### config.mk
export PLATFORM = sky130hd
export DESIGN_NAME = game_flow_controller
export DESIGN_NICKNAME = d
export VERILOG_FILES = /design/src/rtl/game_pkg.sv /design/src/rtl/rise_edge.sv /design/src/rtl/game_flow_controller.sv
export SDC_FILE = /design/constraint.sdc
export NUM_CORES = 1
export LEC_CHECK = 0
export ABC_AREA = 1
export CORE_ASPECT_RATIO = 1.1
export CORE_MARGIN = 5
export CORE_UTILIZATION = 55
export DETAILED_ROUTE_END_ITERATION = 10
export PLACE_DENSITY = 0.87
export RECOVER_POWER = 50
export SYNTH_ARGS = -nofsm -noshare
export SYNTH_HDL_FRONTEND = slang
export SYNTH_SLANG_ARGS = --single-unit
### constraint.sdc
create_clock -name Clk -period 3.5 [get_ports Clk]
set_input_delay 0.35 -clock Clk [delete_from_list [all_inputs] [get_ports Clk]]
set_output_delay 0.35 -clock Clk [all_outputs]
set_load 0.02 [all_outputs]
### src/rtl/game_pkg.sv
// Shared types and default timing constants for the game flow controller.
// State encodings are visible on game_state and drive overlay selection.
package game_pkg;

    typedef enum logic [2:0] {
        IDLE    = 3'd0,
        RESTART = 3'd1,
        PLAY    = 3'd2,
        DYING   = 3'd3,
        OVER    = 3'd4,
        WIN     = 3'd5
    } game_state_t;

    localparam int DEATH_FRAMES_DEF   = 60;
    localparam int FLASH_PERIOD_DEF   = 8;
    localparam int RESTART_CYCLES_DEF = 4;

endpackage

### src/rtl/rise_edge.sv
// Single-flop rising-edge detector. The armed flop suppresses a pulse for a
// level that is already high when reset releases.
module rise_edge (
    input  logic Clk,
    input  logic Reset,
    input  logic in,
    output logic pulse
);

    logic hist_q;
    logic armed_q;

    always_ff @(posedge Clk or posedge Reset) begin
        if (Reset) begin
            hist_q  <= 1'b0;
            armed_q <= 1'b0;
        end else begin
            hist_q  <= in;
            armed_q <= 1'b1;
        end
    end

    assign pulse = in & ~hist_q & armed_q;

endmodule

### src/rtl/game_flow_controller.sv
// Game-state sequencer: title, restart, play, death animation, over/win.
// Outputs are registered from the next state so inputs act with one cycle of latency.
module game_flow_controller
    import game_pkg::*;
#(
    parameter int DEATH_FRAMES   = DEATH_FRAMES_DEF,
    parameter int FLASH_PERIOD   = FLASH_PERIOD_DEF,
    parameter int RESTART_CYCLES = RESTART_CYCLES_DEF
) (
    input  logic       Clk,
    input  logic       Reset,
    input  logic       frame_clk,
    input  logic       player1_dead,
    input  logic       player2_dead,
    input  logic       player1_at_door,
    input  logic       player2_at_door,
    input  logic       key_start,
    input  logic       key_restart,
    output logic       level_reset,
    output logic       players_frozen,
    output logic [2:0] game_state,
    output logic [1:0] dead_player,
    output logic       flash_on
);

    logic frame_tick;
    logic start_pe;
    logic restart_pe;

    rise_edge u_frame_edge   (.Clk(Clk), .Reset(Reset), .in(frame_clk),   .pulse(frame_tick));
    rise_edge u_start_edge   (.Clk(Clk), .Reset(Reset), .in(key_start),   .pulse(start_pe));
    rise_edge u_restart_edge (.Clk(Clk), .Reset(Reset), .in(key_restart), .pulse(restart_pe));

    game_state_t state_q, state_d;
    logic [7:0]  frame_cnt_q, frame_cnt_d;
    logic [7:0]  flash_cnt_q, flash_cnt_d;
    logic [3:0]  rst_cnt_q, rst_cnt_d;
    logic [1:0]  dead_q, dead_d;
    logic        flash_q, flash_d;
    logic        level_reset_q;
    logic        frozen_q;

    logic [1:0]  deaths;
    assign deaths = {player2_dead, player1_dead};

    always_comb begin
        state_d     = state_q;
        frame_cnt_d = frame_cnt_q;
        flash_cnt_d = flash_cnt_q;
        rst_cnt_d   = rst_cnt_q;
        dead_d      = dead_q;
        flash_d     = 1'b0;

        case (state_q)
            IDLE: begin
                if (start_pe) state_d = RESTART;
            end
            RESTART: begin
                if (rst_cnt_q == 4'(RESTART_CYCLES - 1)) state_d = PLAY;
                else                                      rst_cnt_d = rst_cnt_q + 4'd1;
            end
            PLAY: begin
                // Death outranks both a restart request and a simultaneous win.
                if (|deaths) begin
                    state_d = DYING;
                    dead_d  = deaths;
                end else if (restart_pe) begin
                    state_d = RESTART;
                end else if (player1_at_door && player2_at_door) begin
                    state_d = WIN;
                end
            end
            DYING: begin
                dead_d  = dead_q | deaths;
                flash_d = flash_q;
                if (frame_tick) begin
                    if (frame_cnt_q == 8'(DEATH_FRAMES - 1)) state_d = OVER;
                    else                                      frame_cnt_d = frame_cnt_q + 8'd1;
                    if (flash_cnt_q == 8'(FLASH_PERIOD - 1)) begin
                        flash_d     = ~flash_q;
                        flash_cnt_d = 8'd0;
                    end else begin
                        flash_cnt_d = flash_cnt_q + 8'd1;
                    end
                end
            end
            OVER, WIN: begin
                if (restart_pe) state_d = RESTART;
            end
            default: state_d = IDLE;
        endcase

        // Every state starts with fresh counters; the flash starts lit on entering DYING.
        if (state_d != state_q) begin
            frame_cnt_d = 8'd0;
            flash_cnt_d = 8'd0;
            rst_cnt_d   = 4'd0;
            flash_d     = (state_d == DYING);
        end
        if (state_d == RESTART && state_q != RESTART) dead_d = 2'b00;
    end

    always_ff @(posedge Clk or posedge Reset) begin
        if (Reset) begin
            state_q       <= IDLE;
            frame_cnt_q   <= 8'd0;
            flash_cnt_q   <= 8'd0;
            rst_cnt_q     <= 4'd0;
            dead_q        <= 2'b00;
            flash_q       <= 1'b0;
            level_reset_q <= 1'b1;
            frozen_q      <= 1'b1;
        end else begin
            state_q       <= state_d;
            frame_cnt_q   <= frame_cnt_d;
            flash_cnt_q   <= flash_cnt_d;
            rst_cnt_q     <= rst_cnt_d;
            dead_q        <= dead_d;
            flash_q       <= flash_d;
            level_reset_q <= (state_d == IDLE) || (state_d == RESTART);
            frozen_q      <= (state_d != PLAY);
        end
    end

    assign game_state     = state_q;
    assign level_reset    = level_reset_q;
    assign players_frozen = frozen_q;
    assign dead_player    = dead_q;
    assign flash_on       = flash_q;

endmodule

-- Yosys cells after proc, flatten, opt, wreduce, memory -nomap -nowiden
Index checks and enable logic that the tools add are counted.
- add/sub/neg operators: 3
- equal/unequal tests: 18
- multiplexer cells: 27
- bitwise gates (word level): 11
- reductions and logical operators: 16
- operators by type and width (kind ; count):
    8-bit two-way mux ; 8
    3-bit two-way mux ; 8
    8-bit by 1-bit adder with 8-bit output (second input constant) ; 2
    3-bit one-hot mux with 5 select lines ; 1
    4-bit two-way mux ; 3
    3-bit by 2-bit equality test with 1-bit output (second input constant) ; 3
    3-bit inequality test (second input constant) ; 3
    8-bit by 3-bit equality test with 1-bit output (second input constant) ; 1
    8-bit by 6-bit equality test with 1-bit output (second input constant) ; 1
    2-bit AND reduction ; 4
    1-bit bitwise AND ; 6
    3-bit by 1-bit equality test with 1-bit output (second input constant) ; 2
    3-bit equality test (second input constant) ; 2
    3-bit logical NOT ; 2
    2-bit nonzero test ; 3
    4-bit by 1-bit adder with 4-bit output (second input constant) ; 1
    4-bit by 2-bit equality test with 1-bit output (second input constant) ; 1
    1-bit two-way mux ; 4
    2-bit two-way mux ; 2
    2-bit by 1-bit inequality test with 1-bit output (second input constant) ; 2
    1-bit NOT ; 4
    2-bit one-hot mux with 2 select lines ; 1
    2-bit OR reduction ; 2
    3-bit by 1-bit inequality test with 1-bit output (second input constant) ; 1
    7 further kinds ; 8
- register bits after elaboration: 32
- word-level logic and storage cells: 87

-- Logic depth before layout (Yosys ltp)
Gate-level depths: netlist of the first run.
- depth after elaboration: 10
- gate-level depth with buffers: 13

-- Modules after synthesis
A second synthesis of the first run with hierarchy kept.
- cell total of the unflattened synthesis: 238
- area, all modules: 1940.6 µm²
- modules (own cells, without submodules) (module ; times used ; cells each ; area each (µm²) ; sequential area each (µm²)):
    game_flow_controller ; 1 ; 220 ; 1737.9 ; 703.2
    rise_edge ; 3 ; 6 ; 67.6 ; 50.0

-- Worst setup path before layout of the first run
Ideal clock, no wire load.
- path type: register to register
- from: register state_q[2], in the netlist game_state[2]
- to: register flash_cnt_q[3]
- setup time: 0.118 ns
- arrival: 1.564 ns
- slack: 1.818 ns
- cell stages (with the launch flop): 13
- period minus slack after synthesis: 1.682 ns
- cells stage by stage: dfrtp_1 inv_2 nand2_1 nor2_2 nand2_1 nand2_1 nor2_1 nand3_2 nand2_1 nand2_2 buf_4 nand4_1 nand2_1
- elaborated cells between the ends (all ways): 21
- those cells by class: eq/ne: 6; mux: 10; reduce/logical: 5
- RTL lines (element ; RTL line ; source):
    start, declared ; game_flow_controller.sv:34 ; game_state_t state_q, state_d;
    start signal, assigned ; game_flow_controller.sv:114 ; state_q <= state_d;
    3-bit equality test ; game_flow_controller.sv:54 ; case (state_q)
    2-bit OR reduction ; game_flow_controller.sv:54 ;
    3-bit one-hot mux with 5 select lines * ; game_flow_controller.sv:54 ;
    net state_d[0] ; game_flow_controller.sv:34 ;
    3-bit inequality test * ; game_flow_controller.sv:94 ; if (state_d != state_q) begin
    2-bit nonzero test (no source line) ; -- ;
    2-bit AND reduction (no source line) ; -- ;
    end signal, assigned ; game_flow_controller.sv:116 ; flash_cnt_q <= flash_cnt_d;
    end, declared ; game_flow_controller.sv:36 ; logic [7:0] flash_cnt_q, flash_cnt_d;
The timed path passes the listed nets; every way through them passes the cells marked *.
A chain may end at the register's enable or synchronous reset.

-- Worst setup path in the final report of the first run
- from: register frame_cnt_q[1]
- to: register flash_q, in the netlist flash_on
- longest elaborated chain between the ends: 7
- elaborated cells between the ends (all ways): 10
- those cells by class: eq/ne: 5; mux: 4; reduce/logical: 1
- RTL lines (element ; RTL line ; source):
    start, declared ; game_flow_controller.sv:35 ; logic [7:0] frame_cnt_q, frame_cnt_d;
    start signal, assigned ; game_flow_controller.sv:115 ; frame_cnt_q <= frame_cnt_d;
    8-bit by 6-bit equality test with 1-bit output * ; game_flow_controller.sv:77 ; if (frame_cnt_q == 8'(DEATH_FRAMES - 1)) state_d = OVER;
    3-bit two-way mux * ; game_flow_controller.sv:77 ;
    3-bit two-way mux * ; game_flow_controller.sv:76 ; if (frame_tick) begin
    3-bit one-hot mux with 5 select lines * ; game_flow_controller.sv:54 ;
    3-bit inequality test ; game_flow_controller.sv:94 ;
    3-bit inequality test (no source line) ; -- ;
    2-bit AND reduction (no source line) ; -- ;
    end signal, assigned ; game_flow_controller.sv:119 ; flash_q <= flash_d;
    end, declared ; game_flow_controller.sv:39 ; logic flash_q, flash_d;
Every way passes the cells marked *; elsewhere a longest branch is shown, timed or not.

==> results.yml, run 1 <==
synthesis:
  ys_types: 29
  netlist_area_mm2: 0.00186
  synth_top_flop_cell: "dfrtp_1"
  synth_fp_nets: 247
  synth-edff-count: 0
  yosysMostFrequentCell: "nand2_1"
  synth_largest_area_cell: "dfrtp_1"
  avgSynthCellArea_um2: 7.92
  synth.area.top_cells: "dfrtp_1 (40%), nand2_1 (9.7%), inv_1 (7.9%)"
  synth_top_area_share_pct: 40.3
  synthTopCellsByCount: "nand2_1 (48), inv_1 (39), dfrtp_1 (30)"
  synth.ff_latch_count: 32
  yosys_warnings: 0
  postSynthCellCount: 235
  seq_area_frac_synth_pct: 43.2
  synthArstFlopShare_pct: 100
place:
  port_buffers: 16
  place.gp.congestion: 0.916
  dpl.hpwl_um: 2770
  pre_cts_slack_ps: 1280
sta:
  hold_viol: 0
  setup_slack_ps: 1460
  max_freq_ghz: 0.490
  slew_headroom_pct: 49.5
  clock_skew_ps: 8.68
  setup_viol: 0
  tns_ps: 0
  drv_slew: 0
  finalCriticalPeriod_ps: 2040
  worstMarginPinSlew_ps: 758
  layout_worst_path_cycle_share_pct: 58.3
  rsz0062_at_grt: "false"
routing:
  drc_errors: 0
  avgViaCountPerCell: 5.36
  dr.first_iter.drc_count: 69
  routedWlPerCell_um: 12.6
  ant_nets: 0
  routed-via-count: 1564
  routed_wl_um: 3690
  drtPass1Iterations: 4
floorplanning:
  initial_core_util_pct: 56.3
  die-area_mm2: 0.00465
  die_height_um: 71
  io_pins: 17
  core.rowCount: 22
  core_area_mm2: 0.00330
  die_w_um: 65.5
hold_path:
  hp-class: "in -> async"
global_route:
  grt_use_total_pct: 17.8
  overflow: 0
  grt_pass1_wl_um: 6390
  grt_max_degree: 20
  antenna_found_initial: 0
  grt_pass1_vias: 1525
outcome:
  status: "finished clean"
worst_setup_path:
  crit_type: "reg -> reg"
  crit_start: "frame_cnt_q[1]$_DFFE_PP0P_"
  reg2reg_slack_ps: 1460
  end_kind: "flop"
  crit_required_ps: 3780
  cp.arrival_ps: 2320
  slowest_delay_ps: 400
  critPathSlowestCell: "dfrtp_1"
  crit_chain: "ha_1, nand2_1, nor2_1, nand4_1, nand3_1, nand2_2, nor2_4, nand2_4, o21ai_0"
  crit_fanout: 15
  r2r_cells: 9
  r2r_start: "frame_cnt_q[1]$_DFFE_PP0P_"
  critical_path.startpoint_type: "flop"
clock_tree:
  postCtsSetupBuffers: 0
  cts_tree: "built"
  root_buffer: "clkbuf_4"
  hold_buffers: 0
  clkSlewWorstSetupHoldPaths_ps: 100
  cts_buffers: 5
  clk_latency_ps: 360
  cts_resized: 0
  htree_levels: 2
  clockBufferDepth: 2
  cts.sinks: 32
power:
  vdd_drop_max_mv: 0.500
  total_power_mw: 1.24
  power.leakage_nw: 1.03
  p_per_area_mw_per_mm2: 596
layout:
  fillers: 276
  final_nets: 268
  syn_to_final_growth_pct: 12.1
  ff_latch_area_um2: 803
  layout-drive-gt1-share_pct: 11.3
  antenna_cells: 0
  multiInputGateArea_um2: 877
flow_run:
  cap_violations: 0
## report_power, final
group	switching (mW)	internal (mW)
combinational	0.393	0.178
clock	0.130	0.0737
sequential	0.0457	0.424
total	0.568	0.676
## per-layer routing
layer	share of wire (%)	global-route usage, %	routed length, um
met5	0	0	0
met4	2.8	9.91	102
met3	4.0	3.97	146
met2	50	30.4	1850
met1	43	20.2	1590
## cell usage in the layout, fill, tap and decap left out
cell type / netlist / routed
conb_1: 1 / 1
nor2_4: 3 / 3
nand3_2: 1 / 1
clkbuf_4: 0 / 5
nand2_1: 48 / 48
clkdlybuf4s50_1: 0 / 12
inv_1: 39 / 39
nand4_1: 22 / 22
a21oi_2: 4 / 4
dfstp_2: 2 / 2
ha_1: 3 / 3
a22oi_1: 2 / 2
clkinv_2: 0 / 1
clkbuf_1: 0 / 2
nand2_2: 3 / 3
nor2_1: 28 / 28
or2_2: 1 / 1
inv_2: 1 / 1
nand3b_1: 1 / 1
dfrtp_1: 30 / 30
nor4_1: 1 / 1
and2_2: 1 / 1
nand2_4: 2 / 2
a21oi_1: 1 / 1
o21ai_0: 3 / 3
nor2_2: 4 / 4
nor3_2: 1 / 1
xnor2_1: 1 / 1
nand3_1: 9 / 9
xor2_1: 11 / 11
nor3_1: 9 / 9
dlygate4sd3_1: 0 / 4
## state kept, by name (all words and copies together), names as in the netlist, 2 cells and up
name         flops
rst_cnt_q        4
frame_cnt_q      8
game_state       3
flash_cnt_q      8
dead_player      2
## final cells by class
class	instances	area share, %
inverter	40	7.20
timing repair buffer	17	7.86
tap	36	2.16
sequential	32	38.5
clock buffer	6	1.98
clock inverter	1	0.240
multi-input combinational	160	42.1
## stage by stage
stage	cells	cell area [um2]	utilization, %	hold slack, ps
after floorplan	235	1860	-	381
after global placement	285	2040	61.9	520
after detailed placement	285	2040	61.9	545
after CTS	292	2090	63.3	410
after global routing	292	2090	63.1	575
final	292	2090	63.1	510
## cells by family (layout without fill, tap and decap cells)
logic type | count (synthesis) | count (layout) | synth area share, %
xor gates and xnor gates | 12 | 12 | 5.65
AOI/OAI and AO/OA | 10 | 10 | 3.77
adders and majority gates | 3 | 3 | 2.02
buffers and inverters | 43 | 64 | 9.68
DFF | 32 | 32 | 43.2
other | 1 | 1 | 0.202
and+or+nand+nor | 134 | 134 | 35.5
## worst paths after layout
| check | endpoint |
|---|---|
| worst min-delay path | frame_cnt_q[5]$_DFFE_PP0P_ |
| worst max register to register | flash_on$_DFFE_PP0P_ |
| worst max-delay path | flash_on$_DFFE_PP0P_ |
| max in group asynchronous | frame_cnt_q[7]$_DFFE_PP0P_ |
| min in group Clk | dead_player[0]$_DFFE_PP0P_ |
| worst min register to register | dead_player[0]$_DFFE_PP0P_ |
## critical path: cells and delay by family, from the launching register on
kind | cells | cell delay (ps)
DFF | 1 | 400
and+or+nand+nor | 7 | 1160
AOI/OAI and AO/OA | 1 | 180
adders and majority gates | 1 | 210
Power figures use the tool's default switching activity.
==> run 2: changes to the inputs <==
Clock period 3.5 ns to 1.9 ns, I/O delays scaled along.
==> run 2 against run 1 <==
Compared with the run above: non-clock buffer count is 6 higher; global-route usage is 0.86 points higher; cell count is 2.4% higher; critical path type unchanged; highest routed layer unchanged; hold slack worse by 67 ps; combinational power is 120% higher; utilization is 2.8 points higher; flip-flop and latch count stayed put.
==> results.yml, run 2 (same netlist as run 1, synthesis figures left out) <==
power:
  p_per_area_mw_per_mm2: 1150
  vdd_drop_max_mv: 0.720
  power.leakage_nw: 1.06
  total_power_mw: 2.51
place:
  port_buffers: 16
  placed_area_mm2: 0.00209
  place_inst: 290
  pre_cts_slack_ps: 57.8
  place.gp.congestion: 0.965
  dpl.hpwl_um: 2790
global_route:
  grt_max_degree: 33
  overflow: 0
  grt_pass1_wl_um: 6810
  antenna_found_initial: 0
  grt_use_total_pct: 18.6
  grt_pass1_vias: 1664
clock_tree:
  htree_levels: 2
  cts_buffers: 5
  clkSlewWorstSetupHoldPaths_ps: 100
  clk_latency_ps: 330
  root_buffer: "clkbuf_4"
  hold_buffers: 0
  cts.sinks: 32
  cts_tree: "built"
  clockBufferDepth: 2
routing:
  drc_errors: 0
  avgViaCountPerCell: 5.34
  routed-via-count: 1598
  ant_nets: 0
  routed_wl_um: 3750
  drtPass1Iterations: 4
  routedWlPerCell_um: 12.5
  dr.first_iter.drc_count: 73
layout:
  reg_top3: "flash_cnt_q x8, frame_cnt_q x8, rst_cnt_q x4"
  final_area_mm2: 0.00218
  mostFrequentLayoutCells: "nand2_1 (47), inv_1 (39), dfrtp_1 (30), nor2_1 (26), nand4_1 (22)"
  final_cells: 299
  final_nets: 274
  layout-drive-gt1-share_pct: 15.6
  final_common_cell: "nand2_1"
  antenna_cells: 0
  syn_to_final_growth_pct: 17.1
  fillers: 272
  final_util_pct: 66.0
sta:
  drv_slew: 0
  setup_slack_ps: 129
  slew_headroom_pct: 48.4
  setup_viol: 0
  hold_viol: 0
  layout_worst_path_cycle_share_pct: 93.2
  finalCriticalPeriod_ps: 1770
  worstMarginPinSlew_ps: 774
  rsz0062_at_grt: "true"
  clock_skew_ps: 11.7
  max_freq_ghz: 0.565
worst_setup_path:
  critPathTopFamily: "simple AND/OR/NAND/NOR gates"
  crit_chain: "or2_2, a21oi_1, nor2_2, nand3_2, nand2_1, nand2_2, nand2_4, o21ai_0"
  crit_required_ps: 2160
  crit_type: "reg -> reg"
  crit_fanout: 14
  critPathSlowestCell: "dfrtp_1"
  crit_buf_inv: 0
  critical_path.startpoint_type: "flop"
  end_kind: "flop"
  slowest_delay_ps: 500
  cp.arrival_ps: 2030
hold_path:
  hp-class: "in -> reg"
floorplanning:
  io_pins: 17
  core_area_mm2: 0.00330
  die_w_um: 65.5
  initial_core_util_pct: 56.3
  die-area_mm2: 0.00465
  die_height_um: 71
  core.rowCount: 22
outcome:
  status: "finished clean"
flow_run:
  cap_violations: 0
[run 2: changes by cell type in the layout (fill, tap and decap cells not counted), sizes merged]
cell    before  now
buf          0    6
clkbuf       7    9
clkinv       1    0
[run 2: worst paths after layout]
check / start / endpoint / slack (ps) / cells past startpoint
worst max-delay path: game_state[1]$_DFF_PP0_ / flash_on$_DFFE_PP0P_ / 130 / 8
worst min-delay path: key_restart / u_restart_edge.hist_q$_DFF_PP0_ / 440 / 1
worst max register to register: game_state[1]$_DFF_PP0_ / flash_on$_DFFE_PP0P_ / 130 / 8
worst min register to register: frame_cnt_q[7]$_DFFE_PP0P_ / frame_cnt_q[7]$_DFFE_PP0P_ / 570 / 2
max in group asynchronous: Reset / dead_player[1]$_DFFE_PP0P_ / 910 / 3
min in group asynchronous: Reset / frame_cnt_q[2]$_DFFE_PP0P_ / 500 / 3
[run 2: layer usage]
metal / wire length (um) / part of all wire, % / vias to the layer above / global-route usage (%)
li1: - / - / 809 / -
met1: 1580 / 42 / 742 / 21.5
met2: 1930 / 51 / 35 / 30.9
met3: 135 / 3.6 / 12 / 4.60
met4: 108 / 2.9 / 0 / 11.1
met5: 0 / 0 / - / 0
[run 2: stage by stage]
stage,TNS (ps),hold slack (ps)
after global placement,0,521
after CTS,0,230
after detailed placement,0,546
after floorplan,0,221
final,0,443
after global routing,-433,420
[run 2: report_power, final]
part,switching [mW],total (mW),internal [mW]
Sequential,0.0967,0.878,0.781
Clock,0.221,0.403,0.182
Combinational,0.770,1.23,0.457
[run 2: layout make-up]
class / count / area (um2) / share of cell area [%]
clock buffers: 8 / 58.8 / 2.70
multi-input cells: 160 / 900 / 41.3
well taps: 36 / 45.0 / 2.07
repair buffers: 23 / 223 / 10.2
inverters: 40 / 150 / 6.89
flip-flops and latches: 32 / 803 / 36.9
[run 2: repair_timing]
item                       in CTS  in global routing
gates resized for setup         0                  7
setup buffers                   0                  1
setup endpoints to repair       0                 23
